`src/rtl/ser_word_tx.sv`:
```
`default_nettype none
// ============================================================================
// Module      : ser_word_tx
// Description : Serialises an 8-bit word LSB-first on sdo, framed by the
//               active-low frame_n strobe, followed by a GAP_CYCLES idle
//               period. The done output pulses for one cycle when the frame
//               ends. Define SER_WORD_TX_PARITY_EN to append an even-parity
//               bit, making the frame 9 bits long.
// Revision    : 1.0 - initial release
// ============================================================================
module ser_word_tx #(
  parameter int GAP_CYCLES = 1            // legal range 1..15
) (
  input  logic       sclk,
  input  logic       rst_n,
  input  logic [7:0] tx_data,
  input  logic       tx_valid,
  output logic       tx_ready,
  output logic       sdo,
  output logic       frame_n,
  output logic       done
);

`ifdef SER_WORD_TX_PARITY_EN
  localparam int         FRAME_BITS = 9;
  localparam logic [3:0] DATA_LAST  = 4'd7;
`else
  localparam int         FRAME_BITS = 8;
`endif
  localparam logic [3:0] LAST_BIT = 4'(FRAME_BITS - 1);
  localparam logic [3:0] GAP_LAST = 4'(GAP_CYCLES - 1);

  typedef enum logic [1:0] {
    IDLE  = 2'd0,
    SHIFT = 2'd1,
    GAP   = 2'd2
  } state_t;

  state_t     state, state_nxt;
  logic [7:0] sreg, sreg_nxt;
  logic [3:0] bit_cnt, bit_nxt;
  logic [3:0] gap_cnt, gap_nxt;
  logic       sdo_nxt;
  logic       frame_n_nxt;
  logic       done_nxt;
`ifdef SER_WORD_TX_PARITY_EN
  logic       par, par_nxt;
`endif

  // Ready is a pure state decode, so it never depends on tx_valid.
  assign tx_ready = (state == IDLE);

  // State and registered outputs; reset is asynchronous and aborts any frame.
  always_ff @(posedge sclk or negedge rst_n) begin
    if (!rst_n) begin
      state   <= IDLE;
      sreg    <= 8'h00;
      bit_cnt <= 4'd0;
      gap_cnt <= 4'd0;
      sdo     <= 1'b0;
      frame_n <= 1'b1;
      done    <= 1'b0;
`ifdef SER_WORD_TX_PARITY_EN
      par     <= 1'b0;
`endif
    end else begin
      state   <= state_nxt;
      sreg    <= sreg_nxt;
      bit_cnt <= bit_nxt;
      gap_cnt <= gap_nxt;
      sdo     <= sdo_nxt;
      frame_n <= frame_n_nxt;
      done    <= done_nxt;
`ifdef SER_WORD_TX_PARITY_EN
      par     <= par_nxt;
`endif
    end
  end

  // Next-state and next-output decode; outputs default to the idle levels.
  always_comb begin
    state_nxt   = state;
    sreg_nxt    = sreg;
    bit_nxt     = bit_cnt;
    gap_nxt     = gap_cnt;
    sdo_nxt     = 1'b0;
    frame_n_nxt = 1'b1;
    done_nxt    = 1'b0;
`ifdef SER_WORD_TX_PARITY_EN
    par_nxt     = par;
`endif
    case (state)
      IDLE: begin
        if (tx_valid) begin
          // Accept: bit 0 goes straight onto sdo at this edge.
          state_nxt   = SHIFT;
          sreg_nxt    = tx_data;
          bit_nxt     = 4'd0;
          gap_nxt     = 4'd0;
          sdo_nxt     = tx_data[0];
          frame_n_nxt = 1'b0;
`ifdef SER_WORD_TX_PARITY_EN
          par_nxt     = ^tx_data;
`endif
        end
      end

      SHIFT: begin
        if (bit_cnt >= LAST_BIT) begin
          // Last frame bit has been on the line for one cycle: close frame.
          // bit_cnt is left saturated at LAST_BIT.
          state_nxt = GAP;
          gap_nxt   = 4'd0;
          done_nxt  = 1'b1;
        end else begin
          // Rotate rather than shift so the word stays intact in the register;
          // the next bit to send is always in position 1 before the rotate.
          bit_nxt     = bit_cnt + 4'd1;
          frame_n_nxt = 1'b0;
          sreg_nxt    = {sreg[0], sreg[7:1]};
          sdo_nxt     = sreg[1];
`ifdef SER_WORD_TX_PARITY_EN
          if (bit_cnt == DATA_LAST) begin
            sdo_nxt = par;
          end
`endif
        end
      end

      GAP: begin
        if (gap_cnt >= GAP_LAST) begin
          state_nxt = IDLE;
        end else begin
          gap_nxt = gap_cnt + 4'd1;
        end
      end

      default: begin
        state_nxt = IDLE;
      end
    endcase
  end

endmodule
`default_nettype wire
```
`config.mk`:
```
export PLATFORM = sky130hd
export DESIGN_NAME = ser_word_tx
export DESIGN_NICKNAME = d
export VERILOG_FILES = /design/src/rtl/ser_word_tx.sv
export SDC_FILE = /design/constraint.sdc
export NUM_CORES = 1
export LEC_CHECK = 0
export CAP_MARGIN = 20
export CORE_UTILIZATION = 58
export CTS_CLUSTER_SIZE = 28
export DETAILED_ROUTE_END_ITERATION = 8
export DONT_BUFFER_PORTS = 1
export GPL_TIMING_DRIVEN = 0
export MAX_ROUTING_LAYER = met4
export PLACE_DENSITY = 0.8
export SYNTH_ARGS = -nofsm -noshare
export SYNTH_HDL_FRONTEND = slang
export SYNTH_SLANG_ARGS = --single-unit
export TNS_END_PERCENT = 20
```
`constraint.sdc`:
```
create_clock -name sclk -period 1.57 [get_ports sclk]
set_input_delay 0 -clock sclk [delete_from_list [all_inputs] [get_ports sclk]]
set_output_delay 0 -clock sclk [all_outputs]
set_load 0.05 [all_outputs]
```
==> results of run 1 <==
-- layer usage --
metal	vias up	track usage
met1	303	0.371
met4	0	0.107
li1	266	-
met5	-	-
met3	2	0.0581
met2	25	0.440
-- path summary, 6_finish.rpt --
| kind | cells after the start | startpoint | endpoint | slack, ps |
|---|---|---|---|---|
| setup / recovery | 5 | bit_cnt[0] | sreg[0] | 10 |
| hold / removal | 2 | tx_valid | sdo | 110 |
| setup reg to reg | 5 | bit_cnt[0] | sreg[0] | 10 |
| hold reg to reg | 1 | sreg[0] | sreg[0] | 500 |
| max in group asynchronous | 1 | rst_n | done | 880 |
| min in group asynchronous | 1 | rst_n | sreg[2] | 220 |
-- layout by cell type (no fill, tap or decap), drive strengths merged --
| cell | instances |
|---|---|
| dfrtp | 16 |
| dlygate4sd3 | 10 |
| a21oi | 9 |
| inv | 7 |
| o32ai | 6 |
| nor2 | 5 |
| clkbuf | 4 |
| nand3 | 3 |
| nand2 | 3 |
| buf | 2 |
| a21o | 2 |
| o21ai | 2 |
| or2b | 1 |
| or3b | 1 |
| nor2b | 1 |
| nor3b | 1 |
| a32o | 1 |
| o221a | 1 |
| nand2b | 1 |
| o211ai | 1 |
| mux2i | 1 |
| ha | 1 |
| dfstp | 1 |
-- cells by family after synthesis --
group / after synthesis / share of synthesized area
adder cells (fa/ha/maj): 1 / 0.0166
flip-flops: 17 / 0.567
AO/OA/AOI/OAI: 22 / 0.226
buffers and inverters: 9 / 0.0682
multiplexers: 1 / 0.0133
AND/OR/NAND/NOR: 16 / 0.108
-- critical path: stages (launching register included) --
cell and delay [ps]:
dfrtp_1 430, ha_1 280, a21o_4 280, o21ai_4 200, inv_4 80, a21o_1 180
-- power by group through the flow --
stage	sequential [W]	clock, W	combinational [W]
final	0.000963	0.000234	0.00101
after global placement	0.000942	0	0.000909
after floorplan	0.000917	0	0.000791
after detailed placement	0.000951	0	0.000935
after CTS	0.000941	0.000236	0.000966
after global routing	0.000987	0.000258	0.00110
-- registers in the layout (all words and copies together) (netlist names) --
name / cells
sreg: 8
state: 2
sdo: 1
bit_cnt: 4
frame_n: 1
done: 1
-- through the flow --
stage	setup WS, ps	hold slack [ps]	TNS (ps)
final	9.50	108	0
after CTS	52.6	105	0
after floorplan	163	-296	0
after global routing	-28.7	103	-43.1
after detailed placement	69.6	-295	0
after global placement	87.9	-295	0
-- cell usage after synthesis, drive strengths merged --
cell / count / area, µm²
nor2: 5 / 18.8
a21o: 2 / 22.5
nand3: 3 / 15.0
inv: 7 / 28.8
or3b: 1 / 8.76
ha: 1 / 12.5
a21oi: 9 / 45.0
o32ai: 6 / 52.6
nor2b: 1 / 6.26
or2b: 1 / 7.51
o221a: 1 / 11.3
nand2: 3 / 11.3
o211ai: 1 / 7.51
a32o: 1 / 10.0
dfstp: 1 / 26.3
dfrtp: 16 / 400
nor3b: 1 / 7.51
buf: 2 / 22.5
o21ai: 2 / 21.3
mux2i: 1 / 10.0
nand2b: 1 / 6.26
-- cell type report --
cell class | instances | area (µm²) | share of cell area
sequential | 17 | 427 | 0.474
inverter | 7 | 28.8 | 0.0320
multi-input combinational | 40 | 278 | 0.309
tap | 14 | 17.5 | 0.0195
buffer | 2 | 22.5 | 0.0250
clock buffer | 4 | 26.3 | 0.0292
timing repair buffer | 10 | 100 | 0.111
-- repair_timing --
action / 4_1_cts / 5_1_grt
hold buffers: 10 / 0
resized for setup: 0 / 1
hold endpoints to repair: 27 / 0
setup endpoints to repair: 0 / 1
==> flow_metrics.env, run 1 <==
export IMPL_setup_viol=0
export IMPL_route_met3_wl_um=88
export IMPL_maxSlewViolCount=0
export IMPL_nFillCells=82
export IMPL_pin_count=15
export IMPL_swShare=0.463
export IMPL_post_route_drc_count=0
export IMPL_clock_sinks=17
export IMPL_fin_area_um2=900
export IMPL_rows=12
export IMPL_grt_pass1_wl_um=2570
export IMPL_worst_path_max_fanout=8
export IMPL_gp_congestion=0.794
export IMPL_ys_warn_count=0
export IMPL_initialDrtViolationCount=43
export IMPL_min_period_ps=1560
export IMPL_syn_inst=66
export IMPL_core_area_mm2=0.00116
export IMPL_power_internal_w=0.00119
export IMPL_stdcell_count=94
export IMPL_maxSlewHeadroom=0.401
export IMPL_grt_max_degree=18
export IMPL_avgSynthCellArea_um2=11.4
export IMPL_utilization=0.778
export IMPL_clock_skew_ps=4.01
export IMPL_num_vias=596
export IMPL_firstDrtPassIters=4
export IMPL_ctsRootBufferMaster="clkbuf_4"
export IMPL_via_per_inst=6.34
export IMPL_syn_to_final_growth_pct=19.6
export IMPL_power_total_w=0.00221
export IMPL_power_leakage_nw=0.412
export IMPL_synthesis_area_um2=752
export IMPL_cp_required_ps=1750
export IMPL_design_die_area_mm2=0.00144
export IMPL_portBuffers=0
export IMPL_cts_buffers=3
export IMPL_clk_pin_slew_ps=100
export IMPL_ant_nets=0
export IMPL_p_seq_frac=0.435
export IMPL_wl_per_cell_um=18.4
export IMPL_status="completed"
export IMPL_power_combinational_fraction=0.459
export IMPL_diodes=0
export IMPL_synth_nets=78
export IMPL_drt_met1_wl_um=729
export IMPL_path_class="reg -> reg"
export IMPL_ys_types=24
export IMPL_grt_overflow=0
export IMPL_fin_nets=93
export IMPL_power_clock_fraction=0.106
export IMPL_wl_um=1730
export IMPL_place_area_um2=769
export IMPL_endpoint_kind="flip-flop"
export IMPL_die_y_um=38.0
export IMPL_antenna_found_initial=0
export IMPL_cp_start_kind="flip-flop"
export IMPL_drive_above_1_share=0.125
export IMPL_start_util=0.650
export IMPL_tritoncts="built"
export IMPL_placedCellCount=80
export IMPL_hold_violations=0
export IMPL_holdCritPathClass="in -> reg"
export IMPL_max_freq_ghz=0.641
export IMPL_postCtsSetupBuffers=0
export IMPL_cp_data_arrival_time_ps=1740
export IMPL_synth_seq_cells=17
export IMPL_dr_max_layer_used="met4"
export IMPL_htree_num_levels=1
export IMPL_post_route_period_util=0.994
export IMPL_track_usage=0.283
export IMPL_dr_wl_met2_um=903
export IMPL_irDropWorstVdd_v=0.00124
export IMPL_power_switching_w=0.00102
export IMPL_cap_violations=0
export IMPL_insertion_delay_ps=280
export IMPL_grt_pass1_vias=543
export IMPL_worst_pin_slew_ps=894
export IMPL_cts_buffer_depth=2
export IMPL_die_x_um=38.0
export IMPL_pwr_density_cell_mw_per_mm2=2460
export IMPL_yosysSeqAreaShare=0.567
export IMPL_dp_hpwl_um=870
Power figures use the tool's default switching activity.
==> run 2, diff against run 1 <==
CELL_PAD_IN_SITES_DETAIL_PLACEMENT = 1   (was default)
CELL_PAD_IN_SITES_GLOBAL_PLACEMENT = 1   (was default)
CORE_UTILIZATION = 45   (was 58)
PLACE_DENSITY = 0.79   (was 0.8)
==> run 2 against run 1 <==
First-iteration DRC count shrank 93%. Worst hold slack worse by 15 ps. Final area grew 1.9%. Combinational power increased by 6%. Cell count is 4.3% higher. Clock skew down 2.0 ps. Clock power is essentially flat. Sequential power is 2.3% lower. Highest routed layer unchanged. Critical path type unchanged. Utilization is 18 points lower. Clock-buffer cell count did not move.
==> flow_metrics.env, run 2 (same netlist as run 1, synthesis figures left out) <==
export IMPL_status="completed"
export IMPL_seqCellArea_um2=427
export IMPL_drive_above_1_share=0.146
export IMPL_setup_viol=0
export IMPL_holdCritPathClass="in -> reg"
export IMPL_pin_count=15
export IMPL_tritoncts="built"
export IMPL_die_y_um=42.9
export IMPL_ctsRootBufferMaster="clkbuf_4"
export IMPL_ant_nets=0
export IMPL_htree_num_levels=1
export IMPL_pwr_density_cell_mw_per_mm2=2450
export IMPL_path_class="reg -> reg"
export IMPL_core_area_mm2=0.00154
export IMPL_worst_path_max_fanout=8
export IMPL_cp_cell_sequence="ha_1 -> a21o_4 -> o21ai_4 -> inv_4 -> a21o_1"
export IMPL_clock_skew_ps=1.99
export IMPL_post_route_period_util=0.960
export IMPL_hold_violations=0
export IMPL_rows=14
export IMPL_gp_congestion=0.733
export IMPL_grt_overflow=0
export IMPL_clock_sinks=17
export IMPL_clk_pin_slew_ps=100
export IMPL_min_period_ps=1510
export IMPL_nFillCells=163
export IMPL_max_freq_ghz=0.663
export IMPL_hold_ws_ps=93.1
export IMPL_worst_slack_ps=62.7
export IMPL_largest_reg_flops=8
export IMPL_wl_um=1640
export IMPL_start_util=0.488
export IMPL_cap_violations=0
export IMPL_firstDrtPassIters=3
export IMPL_endpoint_kind="flip-flop"
export IMPL_regMostFlops="sreg"
export IMPL_antenna_found_initial=0
export IMPL_maxSlewHeadroom=0.399
export IMPL_critical_path_top_delay_family="compound AO/OA/AOI/OAI gates"
export IMPL_irDropWorstVdd_v=0.00117
export IMPL_design_die_area_mm2=0.00184
export IMPL_portBuffers=0
export IMPL_via_per_inst=5.90
export IMPL_post_route_drc_count=0
export IMPL_dp_hpwl_um=994
export IMPL_insertion_delay_ps=290
export IMPL_initialDrtViolationCount=3
export IMPL_maxSlewViolCount=0
export IMPL_multi_input_area_um2=278
export IMPL_cp_required_ps=1760
export IMPL_worst_pin_slew_ps=898
export IMPL_place_ws_ps=7.00
export IMPL_power_leakage_nw=0.421
export IMPL_fin_nets=95
export IMPL_wl_per_cell_um=16.7
export IMPL_r2r_slack_ps=60
export IMPL_grt_pass1_vias=567
export IMPL_cp_slowest_cell="dfrtp_1"
export IMPL_reg_top3="sreg: 8 flops, bit_cnt: 4 flops, state: 2 flops"
export IMPL_critPathMaxStageDelay_ps=400
export IMPL_layout_cells_most_common_list="dfrtp_1 (16), dlygate4sd3_1 (10), a21oi_1 (8)"
export IMPL_diodes=0
export IMPL_worst_path_buf_inv=1
export IMPL_final_common_cell="dfrtp_1"
export IMPL_num_vias=578
export IMPL_cp_data_arrival_time_ps=1690
export IMPL_die_x_um=42.9
export IMPL_track_usage=0.212
export IMPL_cp_start_kind="flip-flop"
export IMPL_syn_to_final_growth_pct=22.0
export IMPL_grt_pass1_wl_um=2730
export IMPL_cts_buffers=3
export IMPL_cts_buffer_depth=2
export IMPL_grt_max_degree=18
-- run 2: per-stage QoR --
| step | TNS (ps) | instances | total power, W | util | instance area (µm²) |
|---|---|---|---|---|---|
| 6_report | 0 | 98 | 0.00225 | 0.595 | 917 |
| 5_1_grt | -1.24 | 98 | 0.00241 | 0.595 | 917 |
| 4_1_cts | 0 | 96 | 0.00218 | 0.585 | 902 |
| 3_5_place_dp | 0 | 82 | 0.00191 | 0.501 | 772 |
| 3_3_place_gp | 0 | 82 | 0.00188 | 0.501 | 772 |
| 2_1_floorplan | 0 | 66 | 0.00171 | - | 752 |
-- run 2: what timing repair did --
item                       4_1_cts  5_1_grt
hold endpoints to repair        27        0
setup endpoints to repair        2        6
gates resized for setup          1        0
pin swaps                        0        1
buffers inserted                 0        2
hold buffers                    10        0
-- run 2: layout make-up --
type	count	area share
sequential	17	0.465
multi-input combinational	40	0.303
timing repair buffer	12	0.126
inverter	7	0.0314
clock buffer	4	0.0286
buffer	2	0.0246
tap	16	0.0218
-- run 2: power by group --
group	internal [W]	switching, W
logic	0.000457	0.000614
clock network	0.0000987	0.000136
registers	0.000673	0.000269
total	0.00123	0.00102
-- run 2: path summary, 6_finish.rpt --
kind | start | to | cells past startpoint
worst max-delay path | bit_cnt[0] | sreg[0] | 5
worst min-delay path | tx_valid | sdo | 2
worst max register to register | bit_cnt[0] | sreg[0] | 5
worst min register to register | sreg[0] | sreg[0] | 1
max in group asynchronous | rst_n | sdo | 1
min in group asynchronous | rst_n | state[1] | 1
-- run 2: layer usage --
metal  up-vias  wire [µm]  GRT usage
met5         -          0          -
li1        268          -          -
met2         8        865      0.342
met3         2         37     0.0383
met1       300        712      0.259
met4         0         19     0.0938
